[config.mk]
export PLATFORM = sky130hd
export DESIGN_NAME = tpu_host_sequencer
export DESIGN_NICKNAME = d
export VERILOG_FILES = /design/src/rtl/tpu_pkg.sv /design/src/rtl/tpu_out_reg.sv /design/src/rtl/tpu_host_sequencer.sv
export SDC_FILE = /design/constraint.sdc
export NUM_CORES = 1
export LEC_CHECK = 0
export CORE_MARGIN = 5
export CORE_UTILIZATION = 44
export CTS_CLUSTER_DIAMETER = 120
export DETAILED_ROUTE_END_ITERATION = 16
export HOLD_SLACK_MARGIN = 0.12
export PLACE_DENSITY = 0.86
export SLEW_MARGIN = 20
export SYNTH_ARGS = -nofsm -noshare
export SYNTH_HDL_FRONTEND = slang
export SYNTH_SLANG_ARGS = --single-unit
[constraint.sdc]
create_clock -name clk -period 4.4 [get_ports clk]
set_input_delay 0.44 -clock clk [delete_from_list [all_inputs] [get_ports clk]]
set_output_delay 0.44 -clock clk [all_outputs]
set_load 0.01 [all_outputs]
[src/rtl/tpu_pkg.sv]
// tpu_pkg: TPU register-bus address map and host sequencer state encoding.
package tpu_pkg;

   localparam logic [15:0] A_BASE      = 16'h0100;
   localparam logic [15:0] B_BASE      = 16'h0200;
   localparam logic [15:0] C_BASE      = 16'h0300;
   localparam logic [15:0] MATMUL_ADDR = 16'h0400;
   localparam logic [15:0] IDLE_ADDR   = 16'h0000;

   typedef enum logic [2:0] {
      IDLE, LOAD_A, LOAD_B, LOAD_C, TRIGGER, WAIT, READ_C, FIN
   } state_e;

endpackage

[src/rtl/tpu_out_reg.sv]
// tpu_out_reg: one-entry valid/ready output register for result words.
// ready_o tells the producer a word loaded this cycle will be accepted:
// either the entry is empty or its current word drains this cycle.
module tpu_out_reg #(
   parameter int DATAW = 64
) (
   input  logic             clk,
   input  logic             rst_n,
   input  logic             load_i,
   input  logic [DATAW-1:0] data_i,
   output logic             ready_o,
   input  logic             out_ready_i,
   output logic             out_valid_o,
   output logic [DATAW-1:0] out_data_o
);
   logic             valid_q;
   logic [DATAW-1:0] data_q;

   assign ready_o     = ~valid_q | out_ready_i;
   assign out_valid_o = valid_q;
   assign out_data_o  = data_q;

   // Capture on load; otherwise empty once the consumer takes the word.
   always_ff @(posedge clk or negedge rst_n) begin
      if (!rst_n) begin
         valid_q <= 1'b0;
         data_q  <= '0;
      end else if (load_i) begin
         valid_q <= 1'b1;
         data_q  <= data_i;
      end else if (out_ready_i) begin
         valid_q <= 1'b0;
      end
   end

endmodule

[src/rtl/tpu_host_sequencer.sv]
// tpu_host_sequencer: streams A and B (and optionally C) operand rows into the
// TPU over its register bus, triggers MatMul, waits for the array to settle,
// then reads the C result rows out through a valid/ready stream.
// Optional feature macro: TPU_HOST_CLOAD_EN -- when defined, C is loaded from
// the operand stream; otherwise C is cleared with back-to-back zero writes.
// Bus writes are registered (one cycle after the handshake); reads drive addr
// combinationally so dataIn can be captured in the same cycle.
module tpu_host_sequencer
   import tpu_pkg::*;
#(
   parameter int DIM         = 8,
   parameter int ADDRW       = 16,
   parameter int DATAW       = 64,
   parameter int WAIT_CYCLES = 3*DIM
) (
   input  logic             clk,
   input  logic             rst_n,
   input  logic             start,
   output logic             busy,
   output logic             done,
   input  logic             in_valid,
   output logic             in_ready,
   input  logic [DATAW-1:0] in_data,
   output logic             out_valid,
   input  logic             out_ready,
   output logic [DATAW-1:0] out_data,
   output logic             r_w,
   output logic [ADDRW-1:0] addr,
   output logic [DATAW-1:0] dataOut,
   input  logic [DATAW-1:0] dataIn
);
   localparam int         WCW     = $clog2(WAIT_CYCLES + 2);
   localparam logic [4:0] LAST_AB = 5'(DIM - 1);
   localparam logic [4:0] LAST_C  = 5'(2*DIM - 1);
   localparam logic [4:0] NUM_C   = 5'(2*DIM);

   state_e           state_q, state_d;
   logic [4:0]       idx_q, idx_d;
   logic [WCW-1:0]   wcnt_q, wcnt_d;
   logic             bus_w_q, bus_w_d;
   logic [ADDRW-1:0] bus_a_q, bus_a_d;
   logic [DATAW-1:0] bus_dat_q, bus_dat_d;
   logic [ADDRW-1:0] base, cur_addr;
   logic             hs, rd_go, or_rdy;

   assign hs = in_valid & in_ready;

   tpu_out_reg #(.DATAW(DATAW)) u_out (
      .clk         (clk),
      .rst_n       (rst_n),
      .load_i      (rd_go),
      .data_i      (dataIn),
      .ready_o     (or_rdy),
      .out_ready_i (out_ready),
      .out_valid_o (out_valid),
      .out_data_o  (out_data)
   );

   // State, counters and the registered bus command.
   always_ff @(posedge clk or negedge rst_n) begin
      if (!rst_n) begin
         state_q   <= IDLE;
         idx_q     <= '0;
         wcnt_q    <= '0;
         bus_w_q   <= 1'b0;
         bus_a_q   <= '0;
         bus_dat_q <= '0;
      end else begin
         state_q   <= state_d;
         idx_q     <= idx_d;
         wcnt_q    <= wcnt_d;
         bus_w_q   <= bus_w_d;
         bus_a_q   <= bus_a_d;
         bus_dat_q <= bus_dat_d;
      end
   end

   // Next state, word/wait counters and the bus command for next cycle.
   always_comb begin
      state_d   = state_q;
      idx_d     = idx_q;
      wcnt_d    = wcnt_q;
      bus_w_d   = 1'b0;
      bus_a_d   = ADDRW'(IDLE_ADDR);
      bus_dat_d = '0;
      case (state_q)
         IDLE: if (start) begin
            state_d = LOAD_A;
            idx_d   = '0;
         end
         LOAD_A, LOAD_B: if (hs) begin
            bus_w_d   = 1'b1;
            bus_a_d   = cur_addr;
            bus_dat_d = in_data;
            if (idx_q == LAST_AB) begin
               state_d = (state_q == LOAD_A) ? LOAD_B : LOAD_C;
               idx_d   = '0;
            end else begin
               idx_d = idx_q + 5'd1;
            end
         end
         LOAD_C: begin
`ifdef TPU_HOST_CLOAD_EN
            if (hs) begin
               bus_w_d   = 1'b1;
               bus_a_d   = cur_addr;
               bus_dat_d = in_data;
`else
            begin
               bus_w_d   = 1'b1;
               bus_a_d   = cur_addr;
               bus_dat_d = '0;
`endif
               if (idx_q == LAST_C) begin
                  state_d = TRIGGER;
                  idx_d   = '0;
               end else begin
                  idx_d = idx_q + 5'd1;
               end
            end
         end
         TRIGGER: begin
            bus_w_d = 1'b1;
            bus_a_d = ADDRW'(MATMUL_ADDR);
            state_d = WAIT;
            wcnt_d  = '0;
         end
         // First WAIT cycle shows the trigger write; WAIT_CYCLES idle cycles follow.
         WAIT: if (wcnt_q == WCW'(WAIT_CYCLES)) begin
            state_d = READ_C;
            idx_d   = '0;
         end else begin
            wcnt_d = wcnt_q + 1'b1;
         end
         READ_C: if (rd_go) begin
            idx_d = idx_q + 5'd1;
         end else if (idx_q == NUM_C && or_rdy) begin
            state_d = FIN;
         end
         FIN:     state_d = IDLE;
         default: state_d = IDLE;
      endcase
   end

   // Status, stream-accept, address base and bus output selection.
   always_comb begin
      busy     = (state_q != IDLE);
      done     = (state_q == FIN);
      in_ready = 1'b0;
      base     = ADDRW'(C_BASE);
      case (state_q)
         LOAD_A: begin
            in_ready = 1'b1;
            base     = ADDRW'(A_BASE);
         end
         LOAD_B: begin
            in_ready = 1'b1;
            base     = ADDRW'(B_BASE);
         end
`ifdef TPU_HOST_CLOAD_EN
         LOAD_C: in_ready = 1'b1;
`endif
         default: ;
      endcase
      cur_addr = base + ADDRW'({idx_q, 3'b000});
      rd_go    = (state_q == READ_C) && (idx_q < NUM_C) && or_rdy;
      r_w      = bus_w_q;
      addr     = rd_go ? cur_addr : bus_a_q;
      dataOut  = bus_dat_q;
   end

endmodule

# == Word-level counts from Yosys, hierarchy flattened ==
# Index checks and enable logic that the tools add are counted.
# totals
regBits,159
latchBits,0
mem_bits_rw,0
romBits,0
inputBits,133
wordCells,77
n_memories,0
# classes
addsub,3
mul,0
n_div,0
magnitude_cmp,1
eq_ne,20
shifts,0
mux,29
n_bitwise,3
reduce_logical,13
# ops
operator,count
64-bit 2-to-1 mux,2
16-bit case mux with 3 select lines,1
5-bit 2-to-1 mux,7
16-bit 2-to-1 mux,2
5-bit case mux with 5 select lines,1
3-bit 2-to-1 mux,7
3-bit case mux with 7 select lines,1
10-bit case mux with 2 select lines,1
16-bit by 8-bit adder with 16-bit output,1
2-bit inequality test (second input constant),7
3-bit == test (second input constant),4
5-bit by 1-bit adder with 5-bit output (second input constant),2
5-bit == test (second input constant),2
5-bit case mux with 2 select lines,1
7-bit AND reduction,1
3-bit by 2-bit == test with 1-bit output (second input constant),2
5-bit by 3-bit == test with 1-bit output (second input constant),1
5-bit by 4-bit == test with 1-bit output (second input constant),1
5-bit < comparator (second input constant),1
1-bit 2-to-1 mux,5
5-bit AND reduction,1
5-bit nonzero test,1
2-bit by 1-bit inequality test with 1-bit output (second input constant),2
2-bit nonzero test,2
10 further kinds,13

# == Longest topological paths before layout ==
# depth
depth_word,6
depth_mapped,8

# == Hierarchy ==
# Synthesis repeated with hierarchy kept, for this count alone.
# hier_totals
hier_cells,425
hier_area_um2,5984.5
# modules_own_cells
module,n_inst,cells_per_inst,area_per_inst_um2,seq_area_each_um2
tpu_host_sequencer,1,287,3368.2,2152.1
tpu_out_reg,1,138,2616.3,1626.6

# == Least setup slack after synthesis ==
# Ideal clock, no wire load.
# synth_timing
kind,flip-flop to output port
start,register state_q[0]
end,output port addr[5]
t_arrival_ns,1.457
required_ns,3.960
path_slack_ns,2.503
stages_incl_launch_ff,8
path_buffers,3
path_cell_list,dfrtp_1 > buf_6 > nand2b_4 > nor2_1 > nand3_1 > buf_2 > buf_2 > mux2_2
# synth_between
elab_chain_len,4
# synth_lines
element,line_no,text
start: declaration,tpu_host_sequencer.sv:37,"state_e state_q, state_d;"
start signal: assignment,tpu_host_sequencer.sv:69,state_q <= state_d;
3-bit == test,tpu_host_sequencer.sv:166,rd_go = (state_q == READ_C) && (idx_q < NUM_C) && or_rdy;
1-bit logical AND (2 in a row),tpu_host_sequencer.sv:166,
16-bit 2-to-1 mux,tpu_host_sequencer.sv:168,addr = rd_go ? cur_addr : bus_a_q;
end: declaration,tpu_host_sequencer.sv:28,"output logic [ADDRW-1:0] addr,"
# No other way between the ends.

# == Final worst setup path ==
# layout_timing
start,register state_q[1]
end,output port addr[5]
# Same word-level chain as after synthesis.

==> impl_metrics.tcl <==
set metrics [dict create \
    seq_area_frac_synth_pct 64.8 \
    synth_top_family_by_area "multiplexers" \
    hp-class "primary input to async pin" \
    syn2layout_area_growth_pct 59.1 \
    fin_crit_ns 3.01 \
    fin_skew_ns 0.00368 \
    vias 4406 \
    critPathKind "flip-flop to primary output" \
    crit_chain "nand2b_4 > nor2_1 > nand3_4 > mux2_2 > clkdlybuf4s50_1" \
    drive_gt1_share_pct 15.4 \
    die_h_um 125 \
    drt_first_iter_violations 275 \
    postCtsHoldBufs 0 \
    finalHoldViolations 0 \
    critPathCaptureType "primary output" \
    fmax_ghz 0.333 \
    finalCritPeriodShare_pct 68.3 \
    crit-reg2reg-capture "u_out.out_data_o[52]" \
    ir_drop_v 0.000472 \
    synthAdderAreaFrac_pct 1.29 \
    ctsResizeCount 0 \
    place.gp.congestion 0.842 \
    num_rows 42 \
    clkTransAtPathRegs_ns 0.06 \
    final_cell_mix "271 x clkdlybuf4s50_1, 151 x dfrtp_1, 69 x mux2_2, 66 x and3_1, 17 x clkbuf_16" \
    syn_area_per_cell_sq_um 13.6 \
    drt-pass1-iter-count 4 \
    viasPerCell 4.99 \
    slew_viol_final 0 \
    layout_commonest_cell "clkdlybuf4s50_1" \
    rsz0062_at_grt "no" \
    synth_seq_cells 151 \
    clkLatencyLatePin_ns 0.41 \
    status "finished clean" \
    rr_startpoint "state_q[0]" \
    p_int_uw 3320 \
    reg2reg_depth 5 \
    wl_per_cell_um 18.7 \
    p_sw_share_pct 28.3 \
    io_pins 282 \
    power.total_uw 4630 \
    critPathMaxFanout 20 \
    synth_xor_area_share_pct 0.601 \
    pwr_density_cell_nw_per_um2 499 \
    dieArea_sq_um 15700 \
    h-tree-depth 4 \
    ys_warn_count 0 \
    cts_buffers 17 \
    slowest_stage "dfrtp_1" \
    p_leak_uw 0.00447 \
    chipWidth_um 125 \
    setup_tns_ns 0 \
    netlist_area_sq_um 5830 \
    grt_first_pass_wirelength_um 26400 \
    gr-total-overflow 0 \
    track_usage_pct 21.3 \
    grt_pass1_vias 4790 \
    ant_nets 0 \
    p_comb_share_pct 29.3 \
    numPortBuffers 273 \
    cap_violations 0 \
    ys_types 41 \
    synth_compound_area_share_pct 3.43 \
    crit_path_start_kind "flip-flop" \
    cts_sinks 151 \
    start_util_pct 44.4 \
    yosys.area_share.simple_pct 12.7 \
    regToRegSetupSlack_ns 1.95 \
    power_switching_uw 1310 \
    drc 0 \
    setup_viol 0 \
    grt_max_degree 118 \
    maxSlewHeadroom_pct 37.6 \
    synth_mux_area_share_pct 13.5 \
    seqPwrFrac_pct 38.3 \
    cts_tree "built" \
    finalNetCount 834 \
    core_sq_um 13100 \
    cts_buffer_depth 2 \
    antenna_cells 0 \
    antenna_found_initial 0 \
    wl_um 16500 \
    required_ns 3.96 \
    yosys.area.top_type "dfrtp_1" \
    synth_top_area_share_pct 64.8 \
    p_clk_share_pct 32.5 \
    worst_pin_slew_ns 0.935 \
    synthCells 429 \
    crit_arrival_ns 2.57 \
    ys_top_cells_by_area "dfrtp_1 65%, mux2_2 13%, and3_1 7.1%" \
    critPathMaxStageDelay_ns 0.76 \
    fin_util_pct 70.6 \
    post_cts_buffers 0 \
    cts_root_buffer "clkbuf_16" \
    hpwl_um 11900 \
]
## how the worst max path moves through the flow
stage,startpoint,to,slack (ns),depth (start not counted)
2_1_floorplan,state_q[0],addr[5],2.50,7
3_5_place_dp,state_q[1],addr[5],1.87,5
5_1_grt,state_q[1],addr[5],1.28,5
3_3_place_gp,out_ready,addr[6],1.91,5
4_1_cts,state_q[1],addr[5],1.42,5
6_report,state_q[1],addr[5],1.39,5
## worst max-delay path, delay by kind of cell, from the launching register on
kind	cells	cell delay, ns
buffers and inverters	1	0.53
flip-flops	1	0.76
multiplexers	1	0.30
AND/OR/NAND/NOR	3	0.54
## area by class of cell
| cell class | instances | area [sq um] |
|---|---|---|
| Clock buffer | 23 | 468 |
| Clock inverter | 8 | 146 |
| Fill cell | 881 | 3860 |
| Inverter | 7 | 26.3 |
| Multi-Input combinational cell | 242 | 1890 |
| Sequential cell | 151 | 3780 |
| Tap cell | 176 | 220 |
| Timing Repair Buffer | 276 | 2750 |
## power by group through the flow
stage / Combinational (uW) / Sequential [uW] / Clock (uW)
finish: 1350 / 1770 / 1500
global route: 1450 / 1800 / 1600
CTS: 1360 / 1770 / 1530
detailed placement: 1350 / 1790 / 0
global placement: 1320 / 1780 / 0
floorplan: 552 / 1830 / 0
## cell families after synthesis
kind of cell / after synthesis
AOI/OAI and AO/OA: 26
xor gates and xnor gates: 4
adders and majority gates: 6
buffers and inverters: 43
DFF: 151
muxes: 70
other: 1
and+or+nand+nor: 128
## layer usage
layer,wire length [um],track usage [%]
met3,1380,7.76
met2,8210,35.6
met1,6300,24.5
met4,633,10.1
met5,0,0
## cell usage after synthesis
library cell  count
dfrtp_1         151
mux2_2           69
and3_1           66
clkbuf_1         18
nand2_1          14
nor2_1           13
o21ai_0          11
buf_4             9
and2_1            8
buf_2             7
inv_1             7
ha_1              6
nand2b_1          6
nand3_1           6
a21oi_1           5
nor3_1            4
xor2_1            3
nor2b_1           2
or3_1             2
a211oi_1          1
a21bo_2           1
a21o_1            1
a22oi_1           1
and4bb_2          1
buf_6             1
clkbuf_2          1
conb_1            1
mux2i_1           1
nand2b_4          1
nand4_1           1
nand4b_1          1
nor4_1            1
o2111ai_4         1
o211a_1           1
o22a_1            1
o311ai_4          1
o31ai_1           1
o41ai_1           1
or2_2             1
or4b_1            1
xnor2_1           1
## registers in the layout, summed over array words and instances, names as in the netlist
signal             count
bus_a_q                8
dataOut               64
u_out.out_valid_o      1
state_q                3
wcnt_q                 5
u_out.out_data_o      64
r_w                    1
idx_q                  5
## per-stage QoR
step | instance area [sq um] | worst slack, ns | cells | hold WS, ns
floorplan | 5860 | 2.50 | 436 | 0.144
global placement | 8660 | 1.91 | 852 | 0.486
detailed placement | 8660 | 1.87 | 852 | 0.491
CTS | 9280 | 1.42 | 883 | 0.216
global route | 9280 | 1.28 | 883 | 0.222
finish | 9280 | 1.39 | 883 | 0.119
Power figures use the tool's default switching activity.
